File: src/rtl/param_register_file_if.sv
// Decode/writeback bus for param_register_file: two read ports with busy flags,
// one write port and one reserve port.
interface param_register_file_if #(
  parameter int WIDTH = 64,
  parameter int DEPTH = 4
);
  localparam int ADDR_W = $clog2(DEPTH);

  logic [ADDR_W-1:0] selA;
  logic [ADDR_W-1:0] selB;
  logic [WIDTH-1:0]  outA;
  logic [WIDTH-1:0]  outB;
  logic              busyA;
  logic              busyB;
  logic              writeEnable;
  logic [ADDR_W-1:0] selWrite;
  logic [WIDTH-1:0]  writeIn;
  logic              reserveEnable;
  logic [ADDR_W-1:0] selReserve;

  modport master (
    output selA, selB, writeEnable, selWrite, writeIn, reserveEnable, selReserve,
    input  outA, outB, busyA, busyB
  );

  modport slave (
    input  selA, selB, writeEnable, selWrite, writeIn, reserveEnable, selReserve,
    output outA, outB, busyA, busyB
  );
endinterface

File: src/rtl/param_register_file.sv
// Register file with two combinational read ports, write-to-read bypass, an
// optional hardwired zero register and a per-register busy scoreboard.
module param_register_file #(
  parameter int WIDTH    = 64,
  parameter int DEPTH    = 4,
  parameter int ZERO_REG = 0
) (
  input  logic                  clk,
  input  logic                  rstN,
  param_register_file_if.slave  io_bus
);
  localparam int ADDR_W = $clog2(DEPTH);

  logic [WIDTH-1:0] r_regs [DEPTH];
  logic [DEPTH-1:0] r_busy;

  logic [DEPTH-1:0] w_wr_hit;
  logic [DEPTH-1:0] w_rsv_hit;
  logic [WIDTH-1:0] w_outA;
  logic [WIDTH-1:0] w_outB;
  logic             w_busyA;
  logic             w_busyB;

  // One-hot per-register enables; out-of-range and zero-register indices never match.
  always_comb begin
    w_wr_hit  = '0;
    w_rsv_hit = '0;
    for (int i = 0; i < DEPTH; i++) begin
      if (!(ZERO_REG != 0 && i == 0)) begin
        w_wr_hit[i]  = io_bus.writeEnable   && (io_bus.selWrite   == ADDR_W'(i));
        w_rsv_hit[i] = io_bus.reserveEnable && (io_bus.selReserve == ADDR_W'(i));
      end
    end
  end

  // A retiring write satisfies a pending hazard in the same cycle via bypass.
  always_comb begin
    w_outA  = '0;
    w_outB  = '0;
    w_busyA = 1'b0;
    w_busyB = 1'b0;
    for (int i = 0; i < DEPTH; i++) begin
      if (io_bus.selA == ADDR_W'(i)) begin
        w_outA  = w_wr_hit[i] ? io_bus.writeIn : r_regs[i];
        w_busyA = r_busy[i] && !w_wr_hit[i];
      end
      if (io_bus.selB == ADDR_W'(i)) begin
        w_outB  = w_wr_hit[i] ? io_bus.writeIn : r_regs[i];
        w_busyB = r_busy[i] && !w_wr_hit[i];
      end
    end
  end

  assign io_bus.outA  = w_outA;
  assign io_bus.outB  = w_outB;
  assign io_bus.busyA = w_busyA;
  assign io_bus.busyB = w_busyB;

  // A reserve on the same edge as a write to that register keeps it busy.
  always_ff @(posedge clk or negedge rstN) begin
    if (!rstN) begin
      for (int i = 0; i < DEPTH; i++) begin
        r_regs[i] <= '0;
      end
      r_busy <= '0;
    end else begin
      for (int i = 0; i < DEPTH; i++) begin
        if (w_wr_hit[i]) begin
          r_regs[i] <= io_bus.writeIn;
        end
        if (w_rsv_hit[i]) begin
          r_busy[i] <= 1'b1;
        end else if (w_wr_hit[i]) begin
          r_busy[i] <= 1'b0;
        end
      end
    end
  end
endmodule

File: src/flat_wrapper.sv
// flat-port wrapper written by rule: the top's interface ports become plain ports
module param_register_file_flat 
#(
  parameter int WIDTH    = 64,
  parameter int DEPTH    = 4,
  parameter int ZERO_REG = 0
)
  (clk, rstN, io_bus_selA, io_bus_selB, io_bus_writeEnable, io_bus_selWrite, io_bus_writeIn, io_bus_reserveEnable, io_bus_selReserve, io_bus_outA, io_bus_outB, io_bus_busyA, io_bus_busyB);
  param_register_file_if #(.WIDTH(WIDTH), .DEPTH(DEPTH)) io_bus_i ();
  input  logic clk;
  input  logic rstN;
  input wire logic [$bits(io_bus_i.selA)-1:0] io_bus_selA;
  input wire logic [$bits(io_bus_i.selB)-1:0] io_bus_selB;
  input wire logic [$bits(io_bus_i.writeEnable)-1:0] io_bus_writeEnable;
  input wire logic [$bits(io_bus_i.selWrite)-1:0] io_bus_selWrite;
  input wire logic [$bits(io_bus_i.writeIn)-1:0] io_bus_writeIn;
  input wire logic [$bits(io_bus_i.reserveEnable)-1:0] io_bus_reserveEnable;
  input wire logic [$bits(io_bus_i.selReserve)-1:0] io_bus_selReserve;
  output wire logic [$bits(io_bus_i.outA)-1:0] io_bus_outA;
  output wire logic [$bits(io_bus_i.outB)-1:0] io_bus_outB;
  output wire logic [$bits(io_bus_i.busyA)-1:0] io_bus_busyA;
  output wire logic [$bits(io_bus_i.busyB)-1:0] io_bus_busyB;
  assign io_bus_i.selA = io_bus_selA;
  assign io_bus_i.selB = io_bus_selB;
  assign io_bus_i.writeEnable = io_bus_writeEnable;
  assign io_bus_i.selWrite = io_bus_selWrite;
  assign io_bus_i.writeIn = io_bus_writeIn;
  assign io_bus_i.reserveEnable = io_bus_reserveEnable;
  assign io_bus_i.selReserve = io_bus_selReserve;
  assign io_bus_outA = io_bus_i.outA;
  assign io_bus_outB = io_bus_i.outB;
  assign io_bus_busyA = io_bus_i.busyA;
  assign io_bus_busyB = io_bus_i.busyB;
  param_register_file #(.WIDTH(WIDTH), .DEPTH(DEPTH), .ZERO_REG(ZERO_REG)) u_core (.clk(clk), .rstN(rstN), .io_bus(io_bus_i));
endmodule
File: config.mk
export PLATFORM = sky130hd
export DESIGN_NAME = param_register_file_flat
export DESIGN_NICKNAME = d
export VERILOG_FILES = /design/src/rtl/param_register_file_if.sv /design/src/rtl/param_register_file.sv /design/src/flat_wrapper.sv
export SDC_FILE = /design/constraint.sdc
export NUM_CORES = 1
export LEC_CHECK = 0
export CORE_ASPECT_RATIO = 1.75
export CORE_MARGIN = 3
export CORE_UTILIZATION = 50
export DETAILED_ROUTE_END_ITERATION = 8
export GPL_ROUTABILITY_DRIVEN = 1
export PLACE_DENSITY = 0.74
export SYNTH_ARGS = -nofsm -noshare
export SYNTH_HDL_FRONTEND = slang
export SYNTH_SLANG_ARGS = --single-unit
File: constraint.sdc
create_clock -name clk -period 10.15 [get_ports clk]
set_clock_uncertainty 0.2 [all_clocks]
set_input_delay 3.045 -clock clk [delete_from_list [all_inputs] [get_ports clk]]
set_output_delay 3.045 -clock clk [all_outputs]
set_load 0.02 [all_outputs]
==> impl_results.md <==
- Yosys warning count: 0
- Post-synth EDFFs: 0
- Vias: 7515
- Syn_nets: 805
- Yosys top cell by area: dfrtp_1
- Slowest cell on crit path: clkdlybuf4s50_1
- Tmin final: 9.237 ns
- R2R Path End: u_core.r_regs[84]$_DFF_PN0_
- Post-route clock period utilization: 91.01%
- Pwr Density: 206.3 mW/mm²
- Sequential-to-total area share from yosys stat: 50.85%
- Synth area leaders: dfrtp_1, mux4_2, mux2_2, mux2_1, buf_6
- CTS Hold Bufs: 0
- Router iterations before antenna repair: 4
- CP endpoint kind: output pin
- Outcome: finished, final reports clean
- Post-Syn Area: 0.01280 mm²
- Place WS: around 0.92 ns
- Initial antenna violation count: 5
- Post-Synthesis Cells: 729
- Routed WL: 31680 µm
- Final setup viols: 0
- Ys async rst share: 100.0%
- Worst slew pin tran: 1.135 ns
- Starting Density: 51.36%
- Crit-path cells: clkdlybuf4s50_1 > nor3b_2 > buf_12 > mux2_2 > mux4_2 > clkdlybuf4s50_1
- Syn Area/Cell: 17.55 µm²
- Iter 0 DRT Violations: 377
- Global placement routability congestion: 0.8070
- Largest net degree at the start of global routing: 153
- GRT Resource Usage Total: 23.48%
- WHS Endpoint: u_core.r_regs[221]$_DFF_PN0_
- Die X: 126.9 µm
- Die height: between 200 and 250 µm
- Buffer count from post-CTS setup fixing: 0
- R2R setup slack: 9.10 ns
- DRC Markers: 0
- Final Hold Vio Count: 0
- Cell variety after synth: 25
- Routed vias/inst: 6.031
- # Max-Cap Violations: 0
- Setup Total Neg Slack: 0 ns
- Core Area: 0.02491 mm²
- Leakage: 6.344 nW
- Root Buffer Master: clkbuf_16
- First-pass GRT wire length: 50380 µm
- CP max FO: between 60 and 70
- Final antenna-violating net count: 0
- Clock buffer depth: 3
- CP arrival: 5.99 ns
- Synth top area share: 50.85%
- FP Rows: 76
- Layout area overhead: 24.30%
- Most frequent CP cell: clkdlybuf4s50_1
- # resized after CTS: 0
- Hold crit path type: flip-flop to flip-flop
- Final number of max-transition violations: 0
- R2R Path Start: u_core.r_regs[84]$_DFF_PN0_
- Hold Crit Start: u_core.r_regs[221]$_DFF_PN0_
- Predominant post-synthesis flop cell: dfrtp_1
- TritonCTS buffer count: 24
- CTS tree: built
- Later-pin clock latency in the skew report: between 0.5 and 0.6 ns
- Full die area: around 0.028 mm²
- Max Clk Rate: about 110 MHz
- Worst Reg-to-Reg Cells: 1
- Nets: 990
- Setup ws final: 0.9129 ns
- Worst hold path depth: 1
- Worst setup startpoint: io_bus_writeEnable
- Io pins: 206
- CP required: 6.91 ns
- CTS H-tree lvls: 1
- Worst path max stage delay: 0.64 ns
- Yosys reg bits: 260
- Per-cell routed wire length: about 25 µm
- Vias in the first global route: 8999
- Clock slew at reported path FFs: 0.06 ns
- Number of filler cells placed in the layout: 1786
- RSZ-0062 raised after global routing: no
- Setup crit start kind: primary input
- Peak supply drop: 0.1601 mV
- IO buf count: 205
- Worst rel slew slack: ~24%
- Grt ovf: 0
- CP Class: primary input to output pin
- Layout cells sized above 1: roughly two fifths
- Clock sink count: 260
- Hpwl dp: 20030 µm
-- layout by cell type, fill, tap and decap left out, types with 4 or more instances in the layout --
cell type        instances
mux2_2                 208
buf_4                    7
mux2_1                  49
diode_2                  4
nand2_1                  5
dfrtp_1                260
clkbuf_8                 5
buf_12                   8
clkbuf_1                 7
mux4_2                 128
clkdlybuf4s50_1        200
clkbuf_16               25
-- synth_stat cells, types with 2 or more instances --
cell,count
dfrtp_1,260
mux2_2,208
mux4_2,128
mux2_1,49
clkbuf_1,23
buf_2,15
buf_6,10
buf_4,7
nand2_1,5
inv_1,3
mux2i_1,3
buf_1,2
nand3b_1,2
nor3b_1,2
o21ai_0,2
-- area by class of cell --
| cell class | count | area [µm²] | share of cell area (%) |
|---|---|---|---|
| inverters | 3 | 11.26 | 0.07080 |
| clock inverters | 5 | 75.07 | 0.4720 |
| well taps | 312 | 390.4 | 2.454 |
| clock buffers | 37 | 720.7 | 4.531 |
| multi-input cells | 409 | 5962 | 37.48 |
| repair buffers | 216 | 2230 | 14.02 |
| flip-flops and latches | 260 | 6506 | 40.91 |
| diodes | 4 | 10.01 | 0.06293 |
-- report_power, final --
| part | total [mW] | leakage, nW | switching, mW | internal [mW] |
|---|---|---|---|---|
| Combinational | 1.08 | 2.88 | 0.506 | 0.570 |
| Sequential | 1.28 | 3.08 | 0.0540 | 1.23 |
| Clock | 0.921 | 0.392 | 0.384 | 0.538 |
-- flip-flops by register name, indices dropped and copies added, names as in the netlist --
register       count
u_core.r_busy      4
u_core.r_regs    256
-- worst max path at each step --
stage                      endpoint  slack, ns  depth (start not counted)
finish              io_bus_outB[31]       0.91                          6
floorplan           io_bus_outA[12]       2.33                          5
detailed placement  io_bus_outB[31]       0.92                          6
global route        io_bus_outA[60]       0.83                          6
global placement    io_bus_outB[54]       0.99                          6
CTS                 io_bus_outB[31]       0.92                          6
-- worst max-delay path, delay by kind of cell --
| kind | cells | cell delay, ns |
|---|---|---|
| AND/OR/NAND/NOR | 1 | 0.33 |
| multiplexers | 2 | 0.94 |
| buffers and inverters | 3 | 1.64 |
-- through the flow --
step	total power, mW	utilization [%]	hold slack, ns	area, µm²	instances
finish	3.281	63.84	0.3070	15910	1246
global route	3.425	63.84	0.3195	15910	1246
CTS	3.316	63.80	0.3099	15900	1242
detailed placement	2.387	60.61	0.2936	15100	1200
global placement	2.326	60.61	0.2764	15100	1200
floorplan	1.935	-	0.2658	12800	729
-- metal layers --
metal / GRT usage [%] / wire length, µm
met1: 27.45 / 11810
met5: 0 / 12
met4: 8.876 / 1147
met3: 4.118 / 1559
met2: 42.80 / 17150
-- logic make-up (layout without fill, tap and decap cells) --
group                  count (synthesis)  count (layout)  share of synthesized area [%]
AND/OR/NAND/NOR                       10              10                         0.4204
AO/OA/AOI/OAI                          9               9                         0.5184
XOR/XNOR                               2               2                         0.1369
multiplexers                         388             388                          45.38
flip-flops                           260             260                          50.85
buffers and inverters                 60             261                          2.699
other                                  0               4                              0
Power figures use the tool's default switching activity.
